$ cat config.mk
export PLATFORM = sky130hd
export DESIGN_NAME = core_sequencer
export DESIGN_NICKNAME = d
export VERILOG_FILES = /design/src/rtl/core_pkg.sv /design/src/rtl/core_sequencer_imm_gen.sv /design/src/rtl/core_sequencer.sv
export SDC_FILE = /design/constraint.sdc
export NUM_CORES = 1
export LEC_CHECK = 0
export ABC_AREA = 1
export CAP_MARGIN = 25
export CORE_ASPECT_RATIO = 1.2
export CORE_MARGIN = 2
export CORE_UTILIZATION = 40
export CTS_CLUSTER_DIAMETER = 100
export DETAILED_ROUTE_END_ITERATION = 10
export MAX_ROUTING_LAYER = met4
export PLACE_DENSITY_LB_ADDON = 0.15
export SLEW_MARGIN = 20
export SYNTH_ARGS = -nofsm -noshare
export SYNTH_HDL_FRONTEND = slang
export SYNTH_SLANG_ARGS = --single-unit
$ cat constraint.sdc
create_clock -name clk_i -period 3.5 [get_ports clk_i]
set_clock_uncertainty 0.15 [all_clocks]
set_input_delay 0.7 -clock clk_i [delete_from_list [all_inputs] [get_ports clk_i]]
set_output_delay 0.7 -clock clk_i [all_outputs]
set_load 0.03 [all_outputs]
$ cat src/rtl/core_pkg.sv
// Shared definitions for the multi-cycle RV32I sequencer: opcodes, ALU codes, FSM states.
// Imported by core_sequencer and imm_gen.
package core_pkg;

    localparam logic [6:0] OP_R      = 7'b0110011;
    localparam logic [6:0] OP_IMM    = 7'b0010011;
    localparam logic [6:0] OP_LOAD   = 7'b0000011;
    localparam logic [6:0] OP_STORE  = 7'b0100011;
    localparam logic [6:0] OP_BRANCH = 7'b1100011;
    localparam logic [6:0] OP_JAL    = 7'b1101111;
    localparam logic [6:0] OP_JALR   = 7'b1100111;
    localparam logic [6:0] OP_LUI    = 7'b0110111;
    localparam logic [6:0] OP_AUIPC  = 7'b0010111;
    localparam logic [6:0] OP_SYSTEM = 7'b1110011;

    localparam logic [3:0] ALU_ADD  = 4'b0000;
    localparam logic [3:0] ALU_SUB  = 4'b1000;
    localparam logic [3:0] ALU_SLL  = 4'b0001;
    localparam logic [3:0] ALU_SLT  = 4'b0010;
    localparam logic [3:0] ALU_SLTU = 4'b0011;
    localparam logic [3:0] ALU_XOR  = 4'b0100;
    localparam logic [3:0] ALU_SRL  = 4'b0101;
    localparam logic [3:0] ALU_SRA  = 4'b1101;
    localparam logic [3:0] ALU_OR   = 4'b0110;
    localparam logic [3:0] ALU_AND  = 4'b0111;

    typedef enum logic [2:0] {
        FETCH,
        DECODE,
        EXEC,
        MEM,
        WB,
        HALT
    } state_e;

    function automatic logic is_legal_op(input logic [6:0] op);
        case (op)
            OP_R, OP_IMM, OP_LOAD, OP_STORE, OP_BRANCH,
            OP_JAL, OP_JALR, OP_LUI, OP_AUIPC, OP_SYSTEM: is_legal_op = 1'b1;
            default:                                       is_legal_op = 1'b0;
        endcase
    endfunction

endpackage

$ cat src/rtl/core_sequencer_imm_gen.sv
// Immediate generator: picks the I/S/B/U/J layout from the opcode and sign-extends to 32 bits.
module imm_gen
    import core_pkg::*;
(
    input  logic [31:0] ir_i,
    output logic [31:0] imm_o
);

    always_comb begin
        imm_o = '0;
        case (ir_i[6:0])
            OP_IMM, OP_LOAD, OP_JALR, OP_SYSTEM:
                imm_o = {{20{ir_i[31]}}, ir_i[31:20]};
            OP_STORE:
                imm_o = {{20{ir_i[31]}}, ir_i[31:25], ir_i[11:7]};
            OP_BRANCH:
                imm_o = {{19{ir_i[31]}}, ir_i[31], ir_i[7], ir_i[30:25], ir_i[11:8], 1'b0};
            OP_LUI, OP_AUIPC:
                imm_o = {ir_i[31:12], 12'b0};
            OP_JAL:
                imm_o = {{11{ir_i[31]}}, ir_i[31], ir_i[19:12], ir_i[20], ir_i[30:21], 1'b0};
            default:
                imm_o = '0;
        endcase
    end

endmodule

$ cat src/rtl/core_sequencer.sv
// Multi-cycle RV32I control FSM: fetch, decode, execute, memory, write-back, one instruction at a time.
// Define CORE_SEQ_MISALIGN_TRAP_EN to halt on misaligned data/branch addresses instead of masking them.
module core_sequencer
    import core_pkg::*;
#(
    parameter logic [31:0] RESET_PC = 32'h0000_0000
) (
    input  logic        clk_i,
    input  logic        res_i,
    output logic        imem_req_o,
    output logic [31:0] imem_addr_o,
    input  logic        imem_rvalid_i,
    input  logic [31:0] imem_rdata_i,
    output logic [4:0]  rf_raddr_a_o,
    output logic [4:0]  rf_raddr_b_o,
    input  logic [31:0] rf_rdata_a_i,
    input  logic [31:0] rf_rdata_b_i,
    output logic        rf_we_o,
    output logic [4:0]  rf_waddr_o,
    output logic [31:0] rf_wdata_o,
    output logic [3:0]  alu_ctrl_o,
    output logic [31:0] alu_a_o,
    output logic [31:0] alu_b_o,
    input  logic [31:0] alu_result_i,
    output logic        dmem_req_o,
    output logic        dmem_we_o,
    output logic [31:0] dmem_addr_o,
    output logic [31:0] dmem_wdata_o,
    input  logic        dmem_rvalid_i,
    input  logic [31:0] dmem_rdata_i,
    output logic        retire_o,
    output logic        halt_o,
    output logic        illegal_o
);

    state_e      state_q, state_d;
    logic [31:0] pc_q, pc_d;
    logic [31:0] ir_q, ir_d;
    logic [31:0] a_q, a_d;
    logic [31:0] b_q, b_d;
    logic [31:0] imm_q, imm_d;
    logic [31:0] r_q, r_d;
    logic [31:0] ld_q, ld_d;
    logic        taken_q, taken_d;
    logic        illegal_q, illegal_d;

    logic [31:0] imm_dec;
    logic [6:0]  opcode;
    logic [4:0]  rd;
    logic [2:0]  funct3;
    logic        branch_cond;
    logic        is_jump;
    logic        writes_rd;
    logic        redirect;
    logic [31:0] target;

    imm_gen u_imm_gen (
        .ir_i  (ir_q),
        .imm_o (imm_dec)
    );

    assign opcode    = ir_q[6:0];
    assign rd        = ir_q[11:7];
    assign funct3    = ir_q[14:12];
    assign is_jump   = (opcode == OP_JAL) || (opcode == OP_JALR);
    assign writes_rd = (opcode == OP_R)    || (opcode == OP_IMM)   || (opcode == OP_LOAD) ||
                       (opcode == OP_LUI)  || (opcode == OP_AUIPC) || is_jump;
    assign redirect  = is_jump || ((opcode == OP_BRANCH) && taken_q);

`ifdef CORE_SEQ_MISALIGN_TRAP_EN
    assign target = r_q;
`else
    assign target = {r_q[31:2], 2'b00};
`endif

    // Branch comparator runs on the latched operands, independent of the external ALU.
    always_comb begin
        branch_cond = 1'b0;
        case (funct3)
            3'b000:  branch_cond = (a_q == b_q);
            3'b001:  branch_cond = (a_q != b_q);
            3'b100:  branch_cond = ($signed(a_q) <  $signed(b_q));
            3'b101:  branch_cond = ($signed(a_q) >= $signed(b_q));
            3'b110:  branch_cond = (a_q <  b_q);
            3'b111:  branch_cond = (a_q >= b_q);
            default: branch_cond = 1'b0;
        endcase
    end

    always_ff @(posedge clk_i) begin
        if (res_i) begin
            state_q   <= FETCH;
            pc_q      <= RESET_PC;
            ir_q      <= '0;
            a_q       <= '0;
            b_q       <= '0;
            imm_q     <= '0;
            r_q       <= '0;
            ld_q      <= '0;
            taken_q   <= 1'b0;
            illegal_q <= 1'b0;
        end else begin
            state_q   <= state_d;
            pc_q      <= pc_d;
            ir_q      <= ir_d;
            a_q       <= a_d;
            b_q       <= b_d;
            imm_q     <= imm_d;
            r_q       <= r_d;
            ld_q      <= ld_d;
            taken_q   <= taken_d;
            illegal_q <= illegal_d;
        end
    end

    // While res_i is high every output is held at its idle value; the FSM itself resets on the edge.
    always_comb begin
        state_d      = state_q;
        pc_d         = pc_q;
        ir_d         = ir_q;
        a_d          = a_q;
        b_d          = b_q;
        imm_d        = imm_q;
        r_d          = r_q;
        ld_d         = ld_q;
        taken_d      = taken_q;
        illegal_d    = illegal_q;
        imem_req_o   = 1'b0;
        imem_addr_o  = '0;
        rf_raddr_a_o = '0;
        rf_raddr_b_o = '0;
        rf_we_o      = 1'b0;
        rf_waddr_o   = '0;
        rf_wdata_o   = '0;
        alu_ctrl_o   = ALU_ADD;
        alu_a_o      = '0;
        alu_b_o      = '0;
        dmem_req_o   = 1'b0;
        dmem_we_o    = 1'b0;
        dmem_addr_o  = '0;
        dmem_wdata_o = '0;
        retire_o     = 1'b0;

        if (!res_i) begin
            case (state_q)
                FETCH: begin
                    imem_req_o  = 1'b1;
                    imem_addr_o = pc_q;
                    if (imem_rvalid_i) begin
                        ir_d    = imem_rdata_i;
                        state_d = DECODE;
                    end
                end

                DECODE: begin
                    rf_raddr_a_o = ir_q[19:15];
                    rf_raddr_b_o = ir_q[24:20];
                    a_d          = rf_rdata_a_i;
                    b_d          = rf_rdata_b_i;
                    imm_d        = imm_dec;
                    if (!is_legal_op(opcode)) begin
                        illegal_d = 1'b1;
                        state_d   = HALT;
                    end else if (opcode == OP_SYSTEM) begin
                        state_d = HALT;
                    end else begin
                        state_d = EXEC;
                    end
                end

                EXEC: begin
                    case (opcode)
                        OP_R: begin
                            alu_ctrl_o = {ir_q[30], funct3};
                            alu_a_o    = a_q;
                            alu_b_o    = b_q;
                        end
                        OP_IMM: begin
                            alu_ctrl_o = (funct3 == 3'b101) ? {ir_q[30], funct3} : {1'b0, funct3};
                            alu_a_o    = a_q;
                            alu_b_o    = imm_q;
                        end
                        OP_LOAD, OP_STORE, OP_JALR: begin
                            alu_a_o = a_q;
                            alu_b_o = imm_q;
                        end
                        OP_JAL, OP_AUIPC, OP_BRANCH: begin
                            alu_a_o = pc_q;
                            alu_b_o = imm_q;
                        end
                        default: begin
                            alu_a_o = '0;
                            alu_b_o = imm_q;
                        end
                    endcase
                    r_d     = (opcode == OP_JALR) ? (alu_result_i & ~32'h1) : alu_result_i;
                    taken_d = branch_cond;
                    if ((opcode == OP_LOAD) || (opcode == OP_STORE)) begin
                        state_d = MEM;
`ifdef CORE_SEQ_MISALIGN_TRAP_EN
                        if (alu_result_i[1:0] != 2'b00) begin
                            illegal_d = 1'b1;
                            state_d   = HALT;
                        end
`endif
                    end else begin
                        state_d = WB;
                    end
                end

                MEM: begin
                    dmem_req_o   = 1'b1;
                    dmem_we_o    = (opcode == OP_STORE);
`ifdef CORE_SEQ_MISALIGN_TRAP_EN
                    dmem_addr_o  = r_q;
`else
                    dmem_addr_o  = {r_q[31:2], 2'b00};
`endif
                    dmem_wdata_o = b_q;
                    if (dmem_rvalid_i) begin
                        if (opcode == OP_LOAD) begin
                            ld_d = dmem_rdata_i;
                        end
                        state_d = WB;
                    end
                end

                WB: begin
`ifdef CORE_SEQ_MISALIGN_TRAP_EN
                    if (redirect && (target[1:0] != 2'b00)) begin
                        illegal_d = 1'b1;
                        state_d   = HALT;
                    end else
`endif
                    begin
                        rf_we_o    = writes_rd && (rd != 5'd0);
                        rf_waddr_o = rd;
                        if (opcode == OP_LOAD) begin
                            rf_wdata_o = ld_q;
                        end else if (is_jump) begin
                            rf_wdata_o = pc_q + 32'd4;
                        end else begin
                            rf_wdata_o = r_q;
                        end
                        pc_d     = redirect ? target : (pc_q + 32'd4);
                        retire_o = 1'b1;
                        state_d  = FETCH;
                    end
                end

                HALT: begin
                    state_d = HALT;
                end

                default: begin
                    state_d = HALT;
                end
            endcase
        end
    end

    assign halt_o    = !res_i && (state_q == HALT);
    assign illegal_o = !res_i && illegal_q;

endmodule

# Word-level counts from Yosys, hierarchy flattened
# Index checks and enable logic that the tools add are counted.
[classes] addsub=1 n_lt_le_gt_ge=4 eq_ne=24 n_mux=49 bitwise=1 n_reduce_logical=25
[ops] cell="$mux 32" n=16
[ops] cell="$pmux 32 s5" n=1
[ops] cell="$ge 32x32->1" n=2
[ops] cell="$lt 32x32->1" n=2
[ops] cell="$pmux 32 s2" n=1
[ops] cell="$add 32x3->32 const B" n=1
[ops] cell="$eq 32x32->1" n=1
[ops] cell="$ne 32x32->1" n=1
[ops] cell="$mux 5" n=6
[ops] cell="$eq 7x7->1 const B" n=4
[ops] cell="$eq 7x6->1 const B" n=3
[ops] cell="$eq 3x3->1 const B" n=6
[ops] cell="$mux 3" n=5
[ops] cell="$pmux 3 s5" n=1
[ops] cell="$eq 7x5->1 const B" n=2
[ops] cell="$mux 1" n=14
[ops] cell="$mux 4" n=3
[ops] cell="$reduce_or 10->1" n=1
[ops] cell="$logic_or 1x1->1" n=8
[ops] cell="$pmux 4 s2" n=1
[ops] cell="$eq 7x2->1 const B" n=1
[ops] cell="$eq 3x1->1 const B" n=2
[ops] cell="$eq 3x2->1 const B" n=2
[ops] cell="$logic_not 3->1" n=2
[ops] cell="12 further kinds" n=18
[word_totals] register_bits=229 in_bits=164 out_inout_bits=218 wordCells=114

# Logic depth before layout (Yosys ltp)
# Gate-level depths: netlist of run 1.
[depth] ltp_word=9 depth_mapped=19 ltp_nobuf=19

# By module
# A second synthesis of run 1 with hierarchy kept.
[unflattened] hier_cells=2003 area_unflattened_um2=13088.8
[modules_own_cells] module="core_sequencer" n_inst=1 cells_each=1835 area_each_um2=12335.6 seq_area_each_um2=4544.4
[modules_own_cells] module="imm_gen" n_inst=1 cells_each=168 area_each_um2=753.2 seq_area_each_um2=0.0

# Least setup slack after synthesis of run 1
# No wires, ideal clock.
[synth_path] path_kind="register to output" startpoint="register pc_q[2]" endpoint="output port rf_wdata_o[26]" arrival_time_ps=2134 required_time_ps=2650 setup_slack_ps=516 stages_incl_launch_ff=12 path_cell_list="dfxtp_1 ha_1 nand4_2 nor2_4 nand2_4 nor2_4 nand2_2 nor2_2 nand2_1 xor2_1 or2_0 a21oi_1"
[synth_via] elab_chain_len=5
[synth_rtl] item="start: declaration" line="core_sequencer.sv:37" source="logic [31:0] pc_q, pc_d;"
[synth_rtl] item="start signal: assignment" line="core_sequencer.sv:104" source="pc_q <= pc_d;"
[synth_rtl] item="$add 32x3->32" line="core_sequencer.sv:241" source="rf_wdata_o = pc_q + 32'd4;"
[synth_rtl] item="$mux 32" line="core_sequencer.sv:240" source="end else if (is_jump) begin"
[synth_rtl] item="$mux 32" line="core_sequencer.sv:238" source="if (opcode == OP_LOAD) begin"
[synth_rtl] item="$mux 32" line="core_sequencer.sv:145" source="case (state_q)"
[synth_rtl] item="$mux 32" line="core_sequencer.sv:144" source="if (!res_i) begin"
[synth_rtl] item="end: declaration" line="core_sequencer.sv:20" source="output logic [31:0] rf_wdata_o,"
# No other way between the ends.

# Worst setup path after layout of run 1
[layout_path] startpoint="register ir_q[5]" endpoint="output port rf_wdata_o[3]"
[layout_via] elab_chain_len=6 elab_cells_between_ends=8 classes_between="eq/ne: 3; mux: 4; reduce/logical: 1"
[layout_rtl] item="start: declaration" line="core_sequencer.sv:38" source="logic [31:0] ir_q, ir_d;"
[layout_rtl] item="start signal: assignment" line="core_sequencer.sv:105" source="ir_q <= ir_d;"
[layout_rtl] item="$eq 7x7->1" line="core_sequencer.sv:65" source="assign is_jump = (opcode == OP_JAL) || (opcode == OP_JALR);"
[layout_rtl] item="$logic_or 1x1->1" line="core_sequencer.sv:65"
[layout_rtl] item="$mux 32" line="core_sequencer.sv:240"
[layout_rtl] item="$mux 32 *" line="core_sequencer.sv:238"
[layout_rtl] item="$mux 32 *" line="core_sequencer.sv:145"
[layout_rtl] item="$mux 32 *" line="core_sequencer.sv:144"
# Mark *: on every way between the ends. The rest lies on a longest branch, timed or not.

==> results of run 1 <==
## state kept, by name (all words and copies together), names as in the netlist, 3 cells and up
signal,cells
a_q,32
b_q,32
imm_q,32
ir_q,32
ld_q,32
r_q,32
pc_q,30
state_q,3
## worst register-to-register path, stage by stage, from the launching register on
cell,delay (ns)
dfxtp_1,0.30
inv_1,0.10
ha_1,0.42
nand2_1,0.10
nor2_1,0.17
nand2_1,0.10
nor3b_1,0.57
nand2_1,0.21
nand2_1,0.10
nand2_1,0.05
inv_1,0.05
nand2_1,0.05
nor2_1,0.10
nand3_1,0.09
nand2_1,0.06
a21oi_1,0.05
## area by class of cell
class,instances,share of cell area
Timing Repair inverter,1,0.000401
Tap cell,396,0.0265
Inverter,181,0.0374
Clock buffer,39,0.0412
Timing Repair Buffer,436,0.275
Clock inverter,6,0.00561
Antenna cell,7,0.000935
Multi-Input combinational cell,1321,0.369
Sequential cell,227,0.244
## metal layers
layer,wire (um),part of all wire,up-vias,global-route usage
met5,0,0,-,-
met1,20800,0.38,6693,0.382
met2,27200,0.50,622,0.565
met3,3270,0.061,140,0.0365
met4,2760,0.051,0,0.142
li1,-,-,6858,-
## power by group
group	switching [W]	internal [W]
combinational	0.000725	0.000452
clock	0.00111	0.00173
sequential	0.000121	0.00274
## what timing repair did
item                       in CTS  in global routing
gates cloned                    1                  1
gates resized for setup        47                 46
hold buffers                    0                  0
buffers inserted                5                 12
setup endpoints to repair      74                 67
pin swaps                       7                 18
## layout by cell type (no fill, tap or decap), types with 14 or more instances in the layout
master           instances
nor3_1                  19
a21oi_1                236
nand2_1                262
nor4_1                  35
clkbuf_16               28
a21oi_2                 14
o21ai_0                261
nor2_1                 266
buf_12                 112
buf_4                  144
dfxtp_2                 15
dfxtp_1                208
clkdlybuf4s50_1        174
xor2_1                  21
inv_1                  163
nand3_1                 31
ha_1                    32
o211ai_1                34
## through the flow
stage               cell area [um^2]  power [W]  hold WS [ns]
CTS                            18400    0.00688         0.311
detailed placement             17400    0.00404         0.302
finish                         18700    0.00687         0.311
floorplan                      12400    0.00354         0.289
global route                   18700    0.00715         0.322
global placement               17400    0.00401         0.296
## logic make-up after synthesis
group / after synthesis
AND/OR/NAND/NOR: 674
AO/OA/AOI/OAI: 586
buffers and inverters: 319
flip-flops: 227
adder cells (fa/ha/maj): 33
XOR/XNOR: 24
other: 1
## final timing paths
path,startpoint,endpoint
hold reg to reg,imm_q[29],imm_q[29]
setup / recovery,ir_q[5],rf_wdata_o[3]
setup reg to reg,b_q[31],taken_q
hold / removal,imm_q[29],imm_q[29]
==> qor.yml, run 1 <==
status: "finished, final reports clean"
cts_sinks: 227
synth-edff-count: 0
portBuffers: 377
cts_root_buf: "clkbuf_16"
power.density_nw_per_um2: 367
die_area_um2: 32500
ys_async_sr_fraction: 0
fin_crit_sh: 0.982
drtAntennaViolNets: 0
synth_cell_types: 50
ys_warn_count: 0
initial_core_util: 0.406
antenna_found_initial: 6
crit_type: "reg -> out"
synth_area_um2: 12400
synth-simple-area-share: 0.232
ys_seq_area_frac: 0.366
synth_area_leaders: "dfxtp_1 37%, o21ai_0 11%, a21oi_1 10%, nor2_1 8.5%, nand2_1 8.0%"
areaGrowthSynthToFinish_pct: 50.8
firstDrtPassIters: 5
viasPerCell: 5.48
synth_top_area_frac: 0.366
gp_congestion: 0.940
multi_input_area_um2: 6910
cp_num_buf_inv: 3
reg2regPathDepth: 15
place_ws_ns: 0.0754
synth-xor-area-share: 0.0169
crit_cells: 9
synth_fa_ha_area_frac: 0.0332
rsz0062_at_grt: "true"
via_count: 14313
fin_ws_ns: 0.0623
final_util: 0.613
ys_ff_latch: 227
gr-usage-all-layers: 0.327
synth.most_common_cell: "nor2_1"
max_slew.worst_pin.slew_ns: 0.956
fmax_mhz: 291
wl_mm: 54.0
worstSetupEndpointType: "primary output"
cpLargestDelayFamily: "compound AO/OA/AOI/OAI gates"
tns_ns: 0
ys.flop_type: "dfxtp_1"
r2r_slack_ns: 0.72
synth-compound-area-share: 0.252
die_y_um: 197
drtIter0Drc: 1231
htree_levels: 1
syn_inst: 1864
cts_buffers: 26
io-pin-count: 382
wl_per_cell_um: 20.7
path_cells: "inv_2, nor2_2, nand2_2, nor4_4, nor2_4, buf_6, o21ai_0, a21oi_1, buf_12"
die_w_um: 165
worstSetupStartpointType: "register"
grt_pass1_wl_mm: 79.2
hold_path_depth: 2
maxCapViolCount: 0
hpwlAfterDp_mm: 40.4
tritoncts: "yes"
muxShareOfSynthArea: 0
yosysTopAreaCell: "dfxtp_1"
fin_crit_ns: 3.44
grt_pass1_vias: 13531
finalHoldViolations: 0
drive_above_1_share: 0.185
grt_start_max_net_pins: 102
hp-class: "reg -> reg"
p_leak_nw: 7.35
cp_max_fo: 38
cts_buffer_depth: 3
drv_slew: 0
final_nets: 2391
remaining_drc_errors: 0
fillCellCount: 2879
syn_area_per_cell_um2: 6.66
synth_top_family_by_area: "compound AO/OA/AOI/OAI gates"
core-area_um2: 30600
critical_path.slowest_cell: "o21ai_0"
layout.cells.non_filler: 2614
grt_overflow: 0
insertion_delay_ns: 0.54
ys_top_cells_by_count: "280 x nor2_1, 266 x nand2_1, 261 x o21ai_0"
clk_pin_slew_worst_paths_ns: 0.06
max_stage_delay_ns: 0.44
cp_data_arrival_time_ns: 2.59
slew_headroom: 0.363
placedCellCount: 2543
critPathRequiredTime_ns: 2.65
seq_area_um2: 4580
core.rowCount: 70
peakVddDrop_mv: 0.335
finalSetupViolCount: 0
Note: power is estimated with default switching activity, not from simulation.
==> inputs of run 2 (changes only) <==
- GPL_ROUTABILITY_DRIVEN: not set -> 0
- SKIP_CTS_REPAIR_TIMING: not set -> 1
==> run 2 against run 1 <==
Net effect: via count is 1.9% higher; highest routed layer unchanged; combinational power hardly changed; critical path type unchanged; first-iteration DRC count is 16% higher.
==> qor.yml, run 2 (same netlist as run 1, synthesis figures left out) <==
grt_overflow: 0
maxCapViolCount: 0
die_w_um: 165
finalSetupViolCount: 0
portBuffers: 377
antenna_found_initial: 9
layout.cells.non_filler: 2611
most-common-layout-cells: "267 x nor2_1, 265 x nand2_1, 260 x o21ai_0, 228 x a21oi_1, 205 x dfxtp_1"
drive_above_1_share: 0.185
reg2regPathDepth: 10
hold_path_depth: 2
finalHoldViolations: 0
post_dp_cell_area_um2: 17300
r2r-start: "ir_q[5]"
via_count: 14592
core-area_um2: 30600
slew_headroom: 0.450
fin_crit_sh: 0.993
final_nets: 2382
core.rowCount: 70
fin_ws_ns: 0.0240
worstSetupEndpointType: "primary output"
drtAntennaViolNets: 0
power.density_nw_per_um2: 365
firstDrtPassIters: 6
viasPerCell: 5.59
initial_core_util: 0.406
rr_endpoint: "pc_q[24]"
cts_buffer_depth: 3
clk_pin_slew_worst_paths_ns: 0.06
cp_data_arrival_time_ns: 2.63
drtIter0Drc: 1426
htree_levels: 1
fin_crit_ns: 3.48
io-pin-count: 382
grt_pass1_wl_mm: 78.2
gr-usage-all-layers: 0.322
min_to: "imm_q[13]"
cts_buffers: 26
grt_pass1_vias: 13926
cts_root_buf: "clkbuf_16"
hp-start: "imm_q[13]"
peakVddDrop_mv: 0.351
max_slew.worst_pin.slew_ns: 0.825
wl_mm: 54.1
hp-class: "reg -> reg"
tritoncts: "yes"
die_area_um2: 32500
fmax_mhz: 288
final_common_cell: "nor2_1"
placedCellCount: 2532
cts_sinks: 227
hpwlAfterDp_mm: 39.1
place_ws_ns: 0.0694
p_leak_nw: 7.34
wl_per_cell_um: 20.7
areaGrowthSynthToFinish_pct: 51.1
drv_slew: 0
insertion_delay_ns: 0.53
status: "finished, final reports clean"
final_cell_area_um2: 18800
fillCellCount: 2789
die_y_um: 197
critPathRequiredTime_ns: 2.65
remaining_drc_errors: 0
grt_start_max_net_pins: 89
tns_ns: 0
worstSetupStartpointType: "register"
cp_max_fo: 5
crit_type: "reg -> out"
r2r_slack_ns: 0.58
rsz0062_at_grt: "true"
## run 2: changes by cell type in the layout (fill, tap and decap cells not counted), moves of 5 or more
cell	change
nand2_2	-5
a22oi_2	-6
a21oi_2	+6
buf_4	-11
a22oi_1	+6
a21oi_1	-8
## run 2: worst max-delay path, cell delays in order (launching register included)
cell and delay (ns):
dfxtp_4 0.38, ha_4 0.16, nand4_4 0.13, nor2_4 0.18
nand2_4 0.09, nor2_4 0.12, nand2_4 0.07, nor2_4 0.11
nand2_1 0.08, xor2_1 0.19, or2_1 0.24, a21oi_2 0.20
buf_12 0.14
## run 2: layout make-up
type	instances	area, um^2	share of cell area
Sequential cell	227	4580	0.244
Antenna cell	10	25.0	0.00133
Clock inverter	9	97.6	0.00520
Clock buffer	39	781	0.0416
Timing Repair inverter	1	7.51	0.000400
Multi-Input combinational cell	1321	6930	0.369
Timing Repair Buffer	427	5150	0.274
Inverter	181	701	0.0373
Tap cell	396	495	0.0264
## run 2: report_power, final
group | switching (W) | total, W | internal, W
clock network | 0.00112 | 0.00281 | 0.00168
registers | 0.000133 | 0.00287 | 0.00274
logic | 0.000730 | 0.00118 | 0.000455
total | 0.00199 | 0.00686 | 0.00487
## run 2: how the worst max path moves through the flow
stage               startpoint        endpoint  slack (ns)  cells past startpoint
CTS                 state_q[0]  imem_addr_o[4]       -0.50                      8
global placement    state_q[0]  imem_addr_o[6]        0.14                      8
detailed placement  state_q[0]  imem_addr_o[4]        0.07                      8
floorplan              pc_q[2]  rf_wdata_o[26]        0.52                     11
finish                 pc_q[2]  rf_wdata_o[26]        0.02                     12
global route           ir_q[4]   rf_wdata_o[6]       -0.08                     10
## run 2: routing by layer
metal | global-route usage | vias up | wire, um
met3 | 0.0363 | 194 | 3680
met1 | 0.365 | 6807 | 20100
li1 | - | 6861 | -
met2 | 0.536 | 730 | 26400
met5 | - | - | 0
met4 | 0.205 | 0 | 3920
## run 2: per-stage QoR
stage,hold slack (ns),power [W],util
3_5_place_dp,0.303,0.00405,0.565
6_report,0.311,0.00686,0.614
2_1_floorplan,0.289,0.00354,-
3_3_place_gp,0.294,0.00402,0.565
5_1_grt,0.336,0.00713,0.614
4_1_cts,0.312,0.00683,0.594
==> inputs of run 3 (changes only) <==
--- a/config.mk
+++ b/config.mk
@@ -16,4 +16,5 @@
 export MAX_ROUTING_LAYER = met4
 export PLACE_DENSITY_LB_ADDON = 0.15
+export REMOVE_ABC_BUFFERS = 1
 export SKIP_CTS_REPAIR_TIMING = 1
 export SLEW_MARGIN = 20
==> constraint.sdc (replaced) <==
create_clock -name clk_i -period 3.5 [get_ports clk_i]
set_clock_uncertainty 0.15 [all_clocks]
set_input_delay 0.35 -clock clk_i [delete_from_list [all_inputs] [get_ports clk_i]]
set_output_delay 0.35 -clock clk_i [all_outputs]
set_load 0.03 [all_outputs]
==> run 3 against run 2 <==
Net effect: via count fell by 2.3%; worst hold slack got worse by 0.12 ns; count of clock-buffer cells in the layout fell by 2; die area unchanged; flip-flop and latch count unchanged; first-iteration DRC count shrank 25%; worst setup slack better by 0.094 ns; largest cell class unchanged.
==> qor.yml, run 3 (same netlist as run 1, synthesis figures left out) <==
grt_start_max_net_pins: 98
netSwitchingFraction: 0.293
final_common_cell: "nor2_1"
power.density_nw_per_um2: 364
core-area_um2: 30600
wl_per_cell_um: 19.7
remaining_drc_errors: 0
die_w_um: 165
fin_crit_ns: 3.38
rsz0062_at_grt: "true"
antenna_found_initial: 0
drive_above_1_share: 0.114
maxCapViolCount: 0
io-pin-count: 382
final_cell_area_um2: 17900
wl_mm: 50.6
grt_pass1_vias: 13529
seq_area_um2: 4550
status: "finished, final reports clean"
drv_slew: 0
initial_core_util: 0.406
slew_headroom: 0.378
critPathRequiredTime_ns: 3.00
post_dp_cell_area_um2: 17100
wl_met2_mm: 24.5
grt_pass1_wl_mm: 75.8
die_area_um2: 32500
gr-usage-all-layers: 0.308
p_switching_w: 0.00191
max_slew.worst_pin.slew_ns: 0.933
fmax_mhz: 296
cts_sinks: 227
grt_overflow: 0
hp-class: "in -> reg"
drtAntennaViolNets: 0
power.internal_w: 0.00462
cp_max_fo: 30
reg2regPathDepth: 11
worstSetupStartpointType: "register"
areaGrowthSynthToFinish_pct: 44.5
drtIter0Drc: 1067
core.rowCount: 70
fin_crit_sh: 0.966
seq_power_share: 0.438
die_y_um: 197
wl_met1_mm: 19.9
top_layer: "met4"
firstDrtPassIters: 6
portBuffers: 377
route.met3.wl_mm: 4.01
peakVddDrop_mv: 0.321
cts_buffers: 25
cts_root_buf: "clkbuf_16"
p_leak_nw: 6.86
fillCellCount: 2935
hpwlAfterDp_mm: 36.8
htree_levels: 1
cts_buffer_depth: 3
final_util: 0.587
multi_input_area_um2: 6690
crit_type: "reg -> out"
viasPerCell: 5.54
via_count: 14254
worstSetupEndpointType: "primary output"
final_nets: 2361
totalPowerFinal_w: 0.00653
clk_pin_slew_worst_paths_ns: 0.06
insertion_delay_ns: 0.53
cp_data_arrival_time_ns: 2.88
p_clk_frac: 0.385
finalSetupViolCount: 0
power.share.combinational: 0.176
finalHoldViolations: 0
tritoncts: "yes"
hold_path_depth: 2
most-common-layout-cells: "275 x nor2_1, 265 x nand2_1, 261 x o21ai_0, 248 x a21oi_1, 248 x clkdlybuf4s50_1"
-- run 3: path summary, 6_finish.rpt --
kind	startpoint	endpoint	slack [ns]
max reg2reg	ir_q[5]	pc_q[5]	0.75
min reg2reg	imm_q[12]	imm_q[12]	0.31
max	ir_q[0]	alu_a_o[4]	0.12
min	res_i	taken_q	0.19
-- run 3: worst max-delay path, stage by stage (launching register included) --
cell and delay, ns:
dfxtp_1 0.33, nand2_1 0.11, inv_2 0.10, nand3_4 0.10, nor3_4 0.19, nand2_2 0.12
inv_2 0.24, nor2_1 0.12, nand3_1 0.13, nor2_2 0.08, inv_6 0.25, nand2_1 0.14
a21oi_1 0.25, buf_12 0.16
-- run 3: power groups by stage --
stage	Clock (W)	Combinational, W	Sequential, W
floorplan	0	0.000638	0.00286
global placement	0	0.00111	0.00291
detailed placement	0	0.00114	0.00292
CTS	0.00255	0.00115	0.00286
global route	0.00265	0.00128	0.00287
finish	0.00252	0.00115	0.00286
-- run 3: per-layer routing --
metal  GRT usage  vias up
met2       0.517      676
met3      0.0495      132
met4       0.125        0
li1            -     6793
met5           -        -
met1       0.366     6653
-- run 3: stage by stage --
step / hold WS (ns) / setup TNS, ns / worst slack [ns] / instances
after floorplan: 0.262 / -347.12 / -2.96 / 1729
after global routing: 0.189 / -0.00289 / -0.00289 / 2573
after global placement: 0.300 / 0 / 0.497 / 2530
after CTS: 0.165 / -2.03 / -0.141 / 2570
final: 0.192 / 0 / 0.118 / 2574
after detailed placement: 0.302 / 0 / 0.425 / 2530
-- run 3: final cells by class --
| cell class | instances | area share |
|---|---|---|
| tap | 396 | 0.0276 |
| inverter | 181 | 0.0386 |
| multi-input combinational | 1322 | 0.373 |
| antenna | 1 | 0.000139 |
| clock inverter | 3 | 0.00105 |
| timing repair buffer | 407 | 0.265 |
| clock buffer | 37 | 0.0413 |
| sequential | 227 | 0.253 |
